[src/rtl/alu_pkg.sv]
// Shared ALU control codes and issue-unit FSM states.
// Imported by the issue unit and its testbench.
package alu_pkg;

    localparam logic [3:0] ALU_ADD     = 4'b0000;
    localparam logic [3:0] ALU_SUB     = 4'b0001;
    localparam logic [3:0] ALU_AND     = 4'b0010;
    localparam logic [3:0] ALU_OR      = 4'b0011;
    localparam logic [3:0] ALU_MOD     = 4'b0100;
    localparam logic [3:0] ALU_MUL     = 4'b0101;
    localparam logic [3:0] ALU_SHR     = 4'b0110;
    localparam logic [3:0] ALU_LAST_OP = ALU_SHR;

    typedef enum logic [1:0] {
        ST_IDLE   = 2'd0,
        ST_SETTLE = 2'd1,
        ST_RESP   = 2'd2
    } issue_state_e;

    function automatic logic op_legal(input logic [3:0] op);
        return op <= ALU_LAST_OP;
    endfunction

endpackage

[src/rtl/alu_issue_unit_if.sv]
// Request, ALU-side and response signals of the ALU issue unit.
// slave = issue unit, master = requester / ALU / consumer side.
interface alu_issue_unit_if #(
    parameter int N = 8
);
    logic         req_valid;
    logic         req_ready;
    logic [3:0]   req_op;
    logic [N-1:0] req_a;
    logic [N-1:0] req_b;
    logic [N-1:0] alu_a;
    logic [N-1:0] alu_b;
    logic [3:0]   alu_ctrl;
    logic [N-1:0] alu_result;
    logic [3:0]   alu_flags;
    logic         rsp_valid;
    logic         rsp_ready;
    logic [N-1:0] rsp_result;
    logic [3:0]   rsp_flags;
    logic         rsp_err;
    logic [15:0]  op_count;

    modport slave (
        input  req_valid, req_op, req_a, req_b,
        input  alu_result, alu_flags, rsp_ready,
        output req_ready, alu_a, alu_b, alu_ctrl,
        output rsp_valid, rsp_result, rsp_flags,
        output rsp_err, op_count
    );

    modport master (
        output req_valid, req_op, req_a, req_b,
        output alu_result, alu_flags, rsp_ready,
        input  req_ready, alu_a, alu_b, alu_ctrl,
        input  rsp_valid, rsp_result, rsp_flags,
        input  rsp_err, op_count
    );

endinterface

[src/rtl/alu_issue_unit.sv]
// Issues one operation at a time to an external combinational ALU,
// waits SETTLE cycles, captures its outputs and holds the response.
module alu_issue_unit
    import alu_pkg::*;
#(
    parameter int N      = 8,
    parameter int SETTLE = 1
) (
    input logic            clk,
    input logic            rst_n,
    alu_issue_unit_if.slave bus
);

    localparam logic [3:0] SETTLE_M1 = 4'(SETTLE - 1);

    issue_state_e state_q, state_d;
    logic [3:0]   cnt_q, cnt_d;
    logic [N-1:0] alu_a_q, alu_a_d;
    logic [N-1:0] alu_b_q, alu_b_d;
    logic [3:0]   alu_ctrl_q, alu_ctrl_d;
    logic [N-1:0] rsp_result_q, rsp_result_d;
    logic [3:0]   rsp_flags_q, rsp_flags_d;
    logic         rsp_err_q, rsp_err_d;
    logic [15:0]  op_count_q, op_count_d;

    always_ff @(posedge clk or negedge rst_n) begin
        if (!rst_n) begin
            state_q      <= ST_IDLE;
            cnt_q        <= '0;
            alu_a_q      <= '0;
            alu_b_q      <= '0;
            alu_ctrl_q   <= ALU_ADD;
            rsp_result_q <= '0;
            rsp_flags_q  <= '0;
            rsp_err_q    <= 1'b0;
            op_count_q   <= '0;
        end else begin
            state_q      <= state_d;
            cnt_q        <= cnt_d;
            alu_a_q      <= alu_a_d;
            alu_b_q      <= alu_b_d;
            alu_ctrl_q   <= alu_ctrl_d;
            rsp_result_q <= rsp_result_d;
            rsp_flags_q  <= rsp_flags_d;
            rsp_err_q    <= rsp_err_d;
            op_count_q   <= op_count_d;
        end
    end

    always_comb begin
        state_d      = state_q;
        cnt_d        = cnt_q;
        alu_a_d      = alu_a_q;
        alu_b_d      = alu_b_q;
        alu_ctrl_d   = alu_ctrl_q;
        rsp_result_d = rsp_result_q;
        rsp_flags_d  = rsp_flags_q;
        rsp_err_d    = rsp_err_q;
        op_count_d   = op_count_q;
        unique case (state_q)
            ST_IDLE: begin
                if (bus.req_valid) begin
                    if (op_legal(bus.req_op)) begin
                        alu_a_d    = bus.req_a;
                        alu_b_d    = bus.req_b;
                        alu_ctrl_d = bus.req_op;
                        cnt_d      = SETTLE_M1;
                        state_d    = ST_SETTLE;
                    end else begin
                        // ALU operands keep the last legal op
                        rsp_result_d = '0;
                        rsp_flags_d  = '0;
                        rsp_err_d    = 1'b1;
                        state_d      = ST_RESP;
                    end
                end
            end
            ST_SETTLE: begin
                if (cnt_q == 4'd0) begin
                    rsp_result_d = bus.alu_result;
                    rsp_flags_d  = bus.alu_flags;
                    rsp_err_d    = 1'b0;
                    op_count_d   = op_count_q + 16'd1;
                    state_d      = ST_RESP;
                end else begin
                    cnt_d = cnt_q - 4'd1;
                end
            end
            ST_RESP: begin
                if (bus.rsp_ready) begin
                    state_d = ST_IDLE;
                end
            end
            default: state_d = ST_IDLE;
        endcase
    end

    always_comb begin
        bus.req_ready  = rst_n && (state_q == ST_IDLE);
        bus.rsp_valid  = (state_q == ST_RESP);
        bus.alu_a      = alu_a_q;
        bus.alu_b      = alu_b_q;
        bus.alu_ctrl   = alu_ctrl_q;
        bus.rsp_result = rsp_result_q;
        bus.rsp_flags  = rsp_flags_q;
        bus.rsp_err    = rsp_err_q;
        bus.op_count   = op_count_q;
    end

endmodule

[src/flat_wrapper.sv]
// flat-port wrapper written by rule: the top's interface ports become plain ports
module alu_issue_unit_flat import alu_pkg::*;
#(
    parameter int N      = 8,
    parameter int SETTLE = 1
)
  (clk, rst_n, bus_req_valid, bus_req_op, bus_req_a, bus_req_b, bus_alu_result, bus_alu_flags, bus_rsp_ready, bus_req_ready, bus_alu_a, bus_alu_b, bus_alu_ctrl, bus_rsp_valid, bus_rsp_result, bus_rsp_flags, bus_rsp_err, bus_op_count);
  alu_issue_unit_if #(.N(N)) bus_i ();
  input logic clk;
  input logic rst_n;
  input wire logic [$bits(bus_i.req_valid)-1:0] bus_req_valid;
  input wire logic [$bits(bus_i.req_op)-1:0] bus_req_op;
  input wire logic [$bits(bus_i.req_a)-1:0] bus_req_a;
  input wire logic [$bits(bus_i.req_b)-1:0] bus_req_b;
  input wire logic [$bits(bus_i.alu_result)-1:0] bus_alu_result;
  input wire logic [$bits(bus_i.alu_flags)-1:0] bus_alu_flags;
  input wire logic [$bits(bus_i.rsp_ready)-1:0] bus_rsp_ready;
  output wire logic [$bits(bus_i.req_ready)-1:0] bus_req_ready;
  output wire logic [$bits(bus_i.alu_a)-1:0] bus_alu_a;
  output wire logic [$bits(bus_i.alu_b)-1:0] bus_alu_b;
  output wire logic [$bits(bus_i.alu_ctrl)-1:0] bus_alu_ctrl;
  output wire logic [$bits(bus_i.rsp_valid)-1:0] bus_rsp_valid;
  output wire logic [$bits(bus_i.rsp_result)-1:0] bus_rsp_result;
  output wire logic [$bits(bus_i.rsp_flags)-1:0] bus_rsp_flags;
  output wire logic [$bits(bus_i.rsp_err)-1:0] bus_rsp_err;
  output wire logic [$bits(bus_i.op_count)-1:0] bus_op_count;
  assign bus_i.req_valid = bus_req_valid;
  assign bus_i.req_op = bus_req_op;
  assign bus_i.req_a = bus_req_a;
  assign bus_i.req_b = bus_req_b;
  assign bus_i.alu_result = bus_alu_result;
  assign bus_i.alu_flags = bus_alu_flags;
  assign bus_i.rsp_ready = bus_rsp_ready;
  assign bus_req_ready = bus_i.req_ready;
  assign bus_alu_a = bus_i.alu_a;
  assign bus_alu_b = bus_i.alu_b;
  assign bus_alu_ctrl = bus_i.alu_ctrl;
  assign bus_rsp_valid = bus_i.rsp_valid;
  assign bus_rsp_result = bus_i.rsp_result;
  assign bus_rsp_flags = bus_i.rsp_flags;
  assign bus_rsp_err = bus_i.rsp_err;
  assign bus_op_count = bus_i.op_count;
  alu_issue_unit #(.N(N), .SETTLE(SETTLE)) u_core (.clk(clk), .rst_n(rst_n), .bus(bus_i));
endmodule
[config.mk]
export PLATFORM = sky130hd
export DESIGN_NAME = alu_issue_unit_flat
export DESIGN_NICKNAME = d
export VERILOG_FILES = /design/src/rtl/alu_pkg.sv /design/src/rtl/alu_issue_unit_if.sv /design/src/rtl/alu_issue_unit.sv /design/src/flat_wrapper.sv
export SDC_FILE = /design/constraint.sdc
export NUM_CORES = 1
export LEC_CHECK = 0
export CAP_MARGIN = 20
export CORE_UTILIZATION = 40
export CTS_CLUSTER_DIAMETER = 40
export DETAILED_ROUTE_END_ITERATION = 6
export HOLD_SLACK_MARGIN = 0.15
export MAX_ROUTING_LAYER = met4
export PLACE_DENSITY = 0.85
export SLEW_MARGIN = 30
export SYNTH_ARGS = -nofsm -noshare
export SYNTH_HDL_FRONTEND = slang
export SYNTH_SLANG_ARGS = --single-unit
export TNS_END_PERCENT = 10
[constraint.sdc]
create_clock -name clk -period 1.83 [get_ports clk]
set_input_delay 0.183 -clock clk [delete_from_list [all_inputs] [get_ports clk]]
set_output_delay 0.183 -clock clk [all_outputs]
set_load 0.02 [all_outputs]
==> implementation parameters <==
Parameter                              Value

Setup path
  Element type at the critical path start    flop
  Maximum fanout along the worst path    9
  Crit path kind    reg2reg
  Crit. End Element    flop
  Worst reg-to-reg setup slack    10 ps
  Worst Reg2Reg Path Length in Cells    6
  Worst Path Required    2030 ps
  Arrival time worst endpoint    2010 ps

Global route
  Global route total overflow    0
  Overall global routing resource usage    0.188
  Wire length of the first global-routing pass    8.95 mm
  Maximum number of pins on one net before global-route repair    56
  Initial antenna violation count    0
  Number of global-route vias before repair    1879

Detailed routing
  Number of design-rule violations left by the first detailed-router iteration    120
  Initial DRT Pass Iterations    4
  Met3 wire length    392 um
  Antenna Violating Nets Remaining    0
  Detailed route wirelength on metal2    2.46 mm
  Routed vias/inst    5.24
  Post-detailed-route DRC marker count    0
  Total number of vias    1888
  Met1 Wirelength    2.41 mm
  Routed wire length    5.31 mm
  Highest metal layer used by the detailed router    met4
  Post-DR wirelength/cell    14.8 um

Logic synthesis
  Fraction of the yosys area taken by sequential cells    0.573
  Mapped cell area    0.00240 mm2
  Total number of yosys warnings    0
  Post-Synthesis Mean Instance Area    12.6 um2
  Synth Flop Type    dfrtp_1
  Count of flip-flops with a built-in enable after synthesis    0
  FFs w/ async S/R, synth    1.00
  Synthesis-stage register bit count    55
  Synth unique cells    30
  Cell count after synthesis    191
  Post-Synthesis Net Count    230

Flow run
  Reported max-cap violation count    0

Placed design
  # port buffers    86
  HPWL Detailed    3.86 mm
  Pre-CTS setup slack    -217 ps
  GPL Wtd Cong    0.767

Clock tree
  CTS tree    built
  Htree depth    2
  Clock-pin slew of the registers on the worst-case setup and hold paths    90 ps
  Clock root cell    clkbuf_8
  Clock Tree Buf Depth    2
  Clock latency on the worst-skew pair    300 ps
  Number of buffers created by CTS    5
  Clock Sink Count    55

Floorplanning
  Starting density of the core    0.426
  Width of the die    79.5 um
  Number of top-level pins    87
  Placeable Area    0.00564 mm2
  FP Rows    27
  DIE AREA    0.00632 mm2
  Die Height    79.5 um

Final layout
  ANT cells    0
  Number of fillers in the final layout    457
  Final layout net count    326
  Growth of design area from synthesis to finish    47.0%
  Area occupied by registers    0.00138 mm2
  Total area of multi-input combinational cells    977 um2
  Layout cell share with drive strength beyond 1    0.160

STA
  Headroom to the max-slew limit    0.548
  Final setup fails    0
  Total count of hold-check failures in the final report    0
  RSZ-0062 raised after global routing    yes
  Worst slack on hold paths    487 ps
  Fraction of the cycle the final worst path needs    0.992
  Slew at the pin with the worst max-slew slack    678 ps
  Top achievable clock speed    0.551 GHz
  Final setup skew    8.41 ps
  Final max-slew violation count    0
  Crit path setup slack, layout    14.4 ps
  Post-layout min period    1820 ps

Pwr
  Leakage component of the power    0.00154 uW
  Post-layout total power    5620 uW
  PwrDens    1590 mW/mm2
  Largest voltage drop on the vdd net    0.865 mV

Worst hold path
  Number of instances on the worst hold path    2
  Min-delay worst type    in2reg

Run status
  Run status    complete, no violations
## registers in the layout, summed over array words and instances, names as in the netlist
name                   count
u_core.bus.op_count       16
u_core.bus.alu_a           8
u_core.bus.alu_b           8
u_core.bus.rsp_result      8
u_core.bus.alu_ctrl        4
u_core.bus.rsp_flags       4
u_core.cnt_q               4
u_core.state_q             2
u_core.bus.rsp_err         1
## power breakdown
part           switching [uW]  total [uW]  internal [uW]
logic                    1360        2830           1470
registers                 328        1990           1660
clock network             397         805            408
## path summary, 6_finish.rpt
path / from / to
setup / recovery: u_core.cnt_q[1] / u_core.bus.rsp_flags[3]
hold / removal: bus_req_a[0] / u_core.bus.alu_a[0]
setup reg to reg: u_core.cnt_q[1] / u_core.bus.rsp_flags[3]
hold reg to reg: u_core.bus.op_count[15] / u_core.bus.op_count[15]
max in group asynchronous: rst_n / u_core.bus.alu_b[2]
min in group asynchronous: rst_n / u_core.bus.op_count[5]
## through the flow
stage | std cells | area, um2 | TNS [ps] | util
global placement | 351 | 3390 | -1650 | 0.601
floorplan | 191 | 2400 | 0 | -
CTS | 360 | 3510 | -71.9 | 0.622
global route | 360 | 3530 | -136 | 0.626
detailed placement | 351 | 3390 | -2510 | 0.601
finish | 360 | 3530 | 0 | 0.626
## worst max-delay path, stage by stage (launching register included)
cell and delay [ps]:
dfrtp_1 400, inv_1 80, ha_1 160, or3b_4 460, buf_4 200, a22o_1 230
a22o_1 180
## what timing repair did
item / CTS / global route
hold buffers: 1 / 0
hold endpoints to repair: 55 / 0
setup buffers: 0 / 0
gates resized for setup: 2 / 6
endpoints found under the setup margin: 7 / 22
pin swaps: 0 / 2
## placed cells by master (no fill, tap or decap), types with 5 or more instances in the layout
cell / netlist / routed
a22o_1: 24 / 24
xnor2_1: 14 / 14
clkdlybuf4s50_1: 0 / 83
nand4_1: 5 / 5
buf_4: 0 / 7
mux2_2: 19 / 19
nand3_1: 11 / 11
clkbuf_8: 0 / 5
nand2_1: 15 / 15
dfrtp_1: 55 / 55
## per-layer routing
metal,global-route usage,vias up
li1,-,877
met1,0.255,912
met2,0.280,93
met3,0.0434,6
met4,0.0564,0
met5,-,-
## logic make-up after synthesis
kind of cell               after synthesis  synth area share
DFF                                     55             0.573
and+or+nand+nor                         54             0.130
AOI/OAI and AO/OA                       33             0.113
xor gates and xnor gates                15            0.0547
muxes                                   19            0.0891
adders and majority gates                3            0.0156
buffers and inverters                   12            0.0245
## cell type report
class | instances | share of cell area
Clock buffer | 5 | 0.0195
Timing Repair Buffer | 97 | 0.272
Sequential cell | 55 | 0.390
Multi-Input combinational cell | 124 | 0.277
Clock inverter | 3 | 0.0124
Tap cell | 72 | 0.0255
Inverter | 4 | 0.00425
## synthesized netlist by cell type (2+ instances only)
cell type	instances	area share
clkbuf_1	2	0.0031
nand2b_1	2	0.0052
and2_1	2	0.0052
and3_1	3	0.0078
nand2_1	15	0.023
nor2b_1	3	0.0078
xnor2_1	14	0.051
inv_1	4	0.0063
nor4_4	2	0.018
ha_1	3	0.016
a22o_1	24	0.088
nand3_1	11	0.023
nor2_1	5	0.0078
buf_2	5	0.010
dfrtp_1	55	0.57
nand4_1	5	0.013
a31oi_1	4	0.010
o21ai_0	2	0.0042
mux2_2	19	0.089
No activity file was read; power rests on OpenSTA's default activity.
